==> src/rtl/risc_pkg.sv <==
`default_nettype none
// +----------------------------------------------------------------------------+
// | Package     : risc_pkg                                                     |
// | Description : Shared widths, field bounds and fetch-FSM state encoding     |
// |               for the multi-cycle RISC front end.                          |
// | Revision    : 1.0  initial release                                         |
// +----------------------------------------------------------------------------+
package risc_pkg;

  localparam int INSTR_W    = 32;
  localparam int ADDR_W     = 32;
  localparam int OPCODE_MSB = 31;
  localparam int OPCODE_LSB = 25;

  // Fetch FSM states, explicit 2-bit encoding.
  typedef enum logic [1:0] {
    IF_IDLE    = 2'd0,
    IF_REQ     = 2'd1,
    IF_HOLD    = 2'd2,
    IF_DISCARD = 2'd3
  } if_state_t;

  // Sequential PC advance; modulo 2^ADDR_W, overflow silently wraps.
  function automatic logic [ADDR_W-1:0] pc_advance(
    input logic [ADDR_W-1:0] pc,
    input logic [ADDR_W-1:0] step
  );
    return pc + step;
  endfunction

endpackage
`default_nettype wire

==> src/rtl/instruction_fetch.sv <==
`default_nettype none
// +----------------------------------------------------------------------------+
// | Module      : instruction_fetch                                            |
// | Description : Owns the program counter, issues one word read at a time to  |
// |               instruction memory (req/ack) and hands each fetched word,    |
// |               with its PC, to the decoder through a single-entry           |
// |               valid/ready register. Redirects flush the fetch path; a     |
// |               request in flight is never withdrawn, its data is dropped.   |
// | Ports       : clk, rst (async, active-high)                                |
// |               en                        fetch enable                       |
// |               imem_req/addr/ack/rdata   instruction memory handshake       |
// |               instr/instr_pc/valid/ready decoder interface                 |
// |               redirect/redirect_pc      downstream PC override             |
// |               pc                        current fetch PC                   |
// | Revision    : 1.0  initial release                                         |
// +----------------------------------------------------------------------------+
module instruction_fetch
  import risc_pkg::*;
#(
  parameter logic [ADDR_W-1:0] RESET_PC = 32'h0000_0000,
  parameter logic [ADDR_W-1:0] PC_STEP  = 32'h0000_0001
) (
  input  logic               clk,
  input  logic               rst,
  input  logic               en,
  output logic               imem_req,
  output logic [ADDR_W-1:0]  imem_addr,
  input  logic               imem_ack,
  input  logic [INSTR_W-1:0] imem_rdata,
  output logic [INSTR_W-1:0] instr,
  output logic [ADDR_W-1:0]  instr_pc,
  output logic               instr_valid,
  input  logic               instr_ready,
  input  logic               redirect,
  input  logic [ADDR_W-1:0]  redirect_pc,
  output logic [ADDR_W-1:0]  pc
);

  if_state_t          r_state,    w_state_nxt;
  logic [ADDR_W-1:0]  r_pc,       w_pc_nxt;
  logic               r_req,      w_req_nxt;
  logic [ADDR_W-1:0]  r_addr,     w_addr_nxt;
  logic [INSTR_W-1:0] r_instr,    w_instr_nxt;
  logic [ADDR_W-1:0]  r_instr_pc, w_instr_pc_nxt;
  logic               r_valid,    w_valid_nxt;

  // State and output registers.
  always_ff @(posedge clk or posedge rst) begin
    if (rst) begin
      r_state    <= IF_IDLE;
      r_pc       <= RESET_PC;
      r_req      <= 1'b0;
      r_addr     <= '0;
      r_instr    <= '0;
      r_instr_pc <= '0;
      r_valid    <= 1'b0;
    end else begin
      r_state    <= w_state_nxt;
      r_pc       <= w_pc_nxt;
      r_req      <= w_req_nxt;
      r_addr     <= w_addr_nxt;
      r_instr    <= w_instr_nxt;
      r_instr_pc <= w_instr_pc_nxt;
      r_valid    <= w_valid_nxt;
    end
  end

  // Next-state and next-output logic. Redirect overrides everything else in
  // every state, but an issued request (imem_req/imem_addr) stays up until
  // the memory acknowledges it.
  always_comb begin
    w_state_nxt    = r_state;
    w_pc_nxt       = r_pc;
    w_req_nxt      = r_req;
    w_addr_nxt     = r_addr;
    w_instr_nxt    = r_instr;
    w_instr_pc_nxt = r_instr_pc;
    w_valid_nxt    = r_valid;

    case (r_state)
      IF_IDLE: begin
        if (redirect) begin
          w_pc_nxt = redirect_pc;
        end else if (en) begin
          w_req_nxt   = 1'b1;
          w_addr_nxt  = r_pc;
          w_state_nxt = IF_REQ;
        end
      end

      IF_REQ: begin
        if (redirect) begin
          w_pc_nxt    = redirect_pc;
          w_valid_nxt = 1'b0;
          if (imem_ack) begin
            // Returning word belongs to the old path: drop it.
            w_req_nxt   = 1'b0;
            w_state_nxt = IF_IDLE;
          end else begin
            w_state_nxt = IF_DISCARD;
          end
        end else if (imem_ack) begin
          w_instr_nxt    = imem_rdata;
          w_instr_pc_nxt = r_pc;
          w_valid_nxt    = 1'b1;
          w_pc_nxt       = pc_advance(r_pc, PC_STEP);
          w_req_nxt      = 1'b0;
          w_state_nxt    = IF_HOLD;
        end
      end

      IF_HOLD: begin
        if (redirect) begin
          // Cancels any same-cycle decoder handshake.
          w_pc_nxt    = redirect_pc;
          w_valid_nxt = 1'b0;
          w_state_nxt = IF_IDLE;
        end else if (instr_ready) begin
          w_valid_nxt = 1'b0;
          if (en) begin
            w_req_nxt   = 1'b1;
            w_addr_nxt  = r_pc;
            w_state_nxt = IF_REQ;
          end else begin
            w_state_nxt = IF_IDLE;
          end
        end
      end

      IF_DISCARD: begin
        if (redirect) begin
          w_pc_nxt = redirect_pc;
        end
        if (imem_ack) begin
          w_req_nxt   = 1'b0;
          w_state_nxt = IF_IDLE;
        end
      end

      default: begin
        w_state_nxt = IF_IDLE;
        w_req_nxt   = 1'b0;
        w_valid_nxt = 1'b0;
      end
    endcase
  end

  assign imem_req    = r_req;
  assign imem_addr   = r_addr;
  assign instr       = r_instr;
  assign instr_pc    = r_instr_pc;
  assign instr_valid = r_valid;
  assign pc          = r_pc;

endmodule
`default_nettype wire

==> config.mk <==
export PLATFORM = sky130hd
export DESIGN_NAME = instruction_fetch
export DESIGN_NICKNAME = d
export VERILOG_FILES = /design/src/rtl/risc_pkg.sv /design/src/rtl/instruction_fetch.sv
export SDC_FILE = /design/constraint.sdc
export NUM_CORES = 1
export LEC_CHECK = 0
export CORE_AREA = 2 2 99 139
export CTS_CLUSTER_DIAMETER = 60
export DETAILED_ROUTE_END_ITERATION = 8
export DIE_AREA = 0 0 101 141
export PLACE_DENSITY_LB_ADDON = 0.12
export RECOVER_POWER = 50
export SYNTH_ARGS = -nofsm -noshare
export SYNTH_HDL_FRONTEND = slang
export SYNTH_SLANG_ARGS = --single-unit
==> constraint.sdc <==
create_clock -name clk -period 5.6 [get_ports clk]
set_input_delay 0.84 -clock clk [delete_from_list [all_inputs] [get_ports clk]]
set_output_delay 0.84 -clock clk [all_outputs]
set_load 0.05 [all_outputs]
==> metrics.csv <==
stage,metric,value,unit
floorplan,chip height,141,µm
timing,Slew Limit Fails,42,
logic_synthesis,YS warnings,0,
route,DR pass1 iterations,5,
pwr,P_leak,3.72,nW
job,max-cap violations,1,
finish,"most common cell after layout, fill and taps aside",nand2_1,
logic_synthesis,largest family of logic cells by synthesized area,simple AND/OR/NAND/NOR gates,
global_routing,total track usage,24.0,%
setup_path,crit end category,async pin,
floorplan,Die Wd,101,µm
setup_path,CP Class,in -> async,
pwr,maximum VDD drop,0.000305,V
global_routing,initial antenna violation count,0,
setup_path,Critical Path End,imem_addr[13]$_DFFE_PP0P_,
min_path,Hold WC Path Type,reg -> reg,
logic_synthesis,Mapped Cells,584,
setup_path,RR Startpoint,r_state[1]$_DFFE_PP0P_,
finish,most frequent cells in the layout,"220 x nand2_1, 139 x clkdlybuf4s50_1, 132 x dfrtp_1, 60 x dlygate4sd3_1, 31 x mux2_2",
setup_path,Reg2Reg Depth,5,
setup_path,crit start category,input pin,
clocking,clock root buffer,clkbuf_16,
route,via-per-instance ratio,5.40,
clocking,# Post-CTS Setup Buffers,0,
setup_path,CP Launch Point,rst,
timing,Setup TNS,0,ns
logic_synthesis,Post-Syn Nets,655,
timing,slew margin rel.,-48.3,%
floorplan,Site Rows,50,
finish,antenna diode count,0,
logic_synthesis,Synth Area in Adders,0.218,%
route,Post-Route WL,16700,µm
clocking,number of buffers created by CTS,17,
clocking,clock-pin slew on the worst setup and hold paths,0.06,ns
route,Detailed Route Iter0 Violations,347,
outcome,status,finished with violations,
outcome,failing checks,"capacitance limit, slew limit",
place,gpl congestion,0.894,
timing,Least-Margin Pin Slew,2.22,ns
global_routing,gr ovfl total,0,
clocking,CTS Hold Bufs,0,
timing,final period utilization,66.5,%
setup_path,R2R Setup Slk,2.81,ns
floorplan,Core Footprint,13100,µm²
timing,Max Freq,269,MHz
setup_path,crit path DAT,3.78,ns
pwr,pwr/cell area,513,nW/µm²
global_routing,number of global-route vias before repair,5202,
clocking,htree depth,4,
floorplan,Die Area,14200,µm²
setup_path,CP max FO,92,
floorplan,I/O pin total,200,
place,post-placement cell area,7840,µm²
logic_synthesis,post-synthesis mux area share,6.08,%
logic_synthesis,ys flop type,dfrtp_1,
logic_synthesis,Post-synth EDFFs,0,
setup_path,r2r endpoint,pc[21]$_DFFE_PP0P_,
route,DRC,0,
route,post-route ant nets,0,
logic_synthesis,Synth Area in Compound Gates,7.89,%
timing,# setup viols final,0,
logic_synthesis,Simple-Gate Fraction of Synth Area,23.9,%
route,vias,5091,
timing,Max Clock Skew,0.00691,ns
logic_synthesis,post-synth cell types,50,
clocking,CTS tree,built,
finish,fin nets,846,
min_path,HP Start,instr[25]$_DFFE_PP0P_,
clocking,CTS Buffer Depth,2,
clocking,# resized after CTS,0,
route,post-DR wirelength/cell,17.7,µm
logic_synthesis,sequential share of the synthesized area,57.6,%
finish,share of cells above drive strength 1,10.1,%
finish,final instance area,8340,µm²
logic_synthesis,Post-Syn Area,5740,µm²
clocking,worst skew pair latency,0.41,ns
global_routing,first-pass GRT wire length,26800,µm
finish,P&R area growth vs syn,45.3,%
timing,Tmin final,3.72,ns
timing,RSZ-0062 raised after global routing,false,
global_routing,largest net degree at the start of global routing,93,
setup_path,Critical Path RT,5.66,ns
floorplan,Initial Utilization,43.7,%
logic_synthesis,number of synthesized register bits,132,
place,Port-buffer cells,199,
place,hpwl dp,11600,µm
logic_synthesis,Syn Area/Cell,9.83,µm²
clocking,number of clock sinks,132,
logic_synthesis,asr flop ratio synth,100,%
logic_synthesis,Synth Area in XOR/XNOR,1.37,%
timing,Final Hold Vio Count,0,
[report_power, final]
part	internal [W]	total [W]	switching (W)
Sequential	0.00122	0.00140	0.000184
Clock	0.000613	0.00101	0.000399
Combinational	0.000579	0.00186	0.00128
Total	0.00241	0.00428	0.00186
[how the worst min path moves through the flow]
stage	end	slack, ns	depth (start not counted)
after floorplan	instr_valid$_DFFE_PP0P_	0.56	2
after global placement	instr[5]$_DFFE_PP0P_	0.46	2
after detailed placement	instr[17]$_DFFE_PP0P_	0.46	2
after CTS	instr[17]$_DFFE_PP0P_	0.48	2
after global routing	instr[29]$_DFFE_PP0P_	0.49	2
final	instr[25]$_DFFE_PP0P_	0.47	2
[per-stage QoR]
| step | worst slack, ns | utilization, % | power [W] | instances | hold WS, ns |
|---|---|---|---|---|---|
| 2_1_floorplan | 1.23 | - | 0.00264 | 584 | 0.563 |
| 3_3_place_gp | 2.15 | 59.7 | 0.00332 | 912 | 0.456 |
| 3_5_place_dp | 2.03 | 59.7 | 0.00335 | 912 | 0.462 |
| 4_1_cts | 2.45 | 63.7 | 0.00437 | 942 | 0.476 |
| 5_1_grt | 1.30 | 63.5 | 0.00447 | 942 | 0.495 |
| 6_report | 1.88 | 63.5 | 0.00428 | 942 | 0.467 |
[state kept, by name (all words and copies together) (netlist names)]
name and cells:
imem_addr 32, instr_valid 1, instr 32, r_state 2
instr_pc 32, imem_req 1, pc 32
[metal layers]
metal / routed length (µm) / track usage (%) / vias to the layer above
met3: 984 / 6.49 / 41
met1: 6720 / 29.3 / 2484
met5: 0 / 0 / -
met2: 8460 / 39.7 / 204
met4: 529 / 10.6 / 0
li1: - / - / 2362
[worst max-delay path, cell delays in order]
cell	delay (ns)
dlygate4sd3_1	0.59
inv_6	0.59
clkbuf_1	1.66
[Yosys cell counts (5+ instances only)]
library cell  instances  area share [%]
nand4_1              17             1.9
mux2_2               31             6.1
a21oi_1              16             1.4
nor2_1               18             1.2
nor3_1                7            0.61
nand2_1             220              14
o21ai_0              19             1.7
o22ai_1               8            0.87
clkbuf_1             16             1.0
xor2_1                8             1.2
dfrtp_1             132              58
nand3_1              10            0.87
and3_1                5            0.55
buf_2                17             1.5
[layout make-up]
class | count | area (µm²)
fill | 1102 | 4800
sequential | 132 | 3300
multi-input combinational | 413 | 2250
timing repair buffer | 206 | 2040
clock buffer | 20 | 447
tap | 156 | 195
clock inverter | 10 | 86.3
inverter | 5 | 23.8
[cell families after synthesis]
| kind of cell | Yosys count |
|---|---|
| xor+xnor | 9 |
| simple gates | 302 |
| fa+ha+maj | 1 |
| mux | 31 |
| compound gates | 70 |
| buf+inv | 39 |
| flops | 132 |
Note: power is estimated with default switching activity, not from simulation.
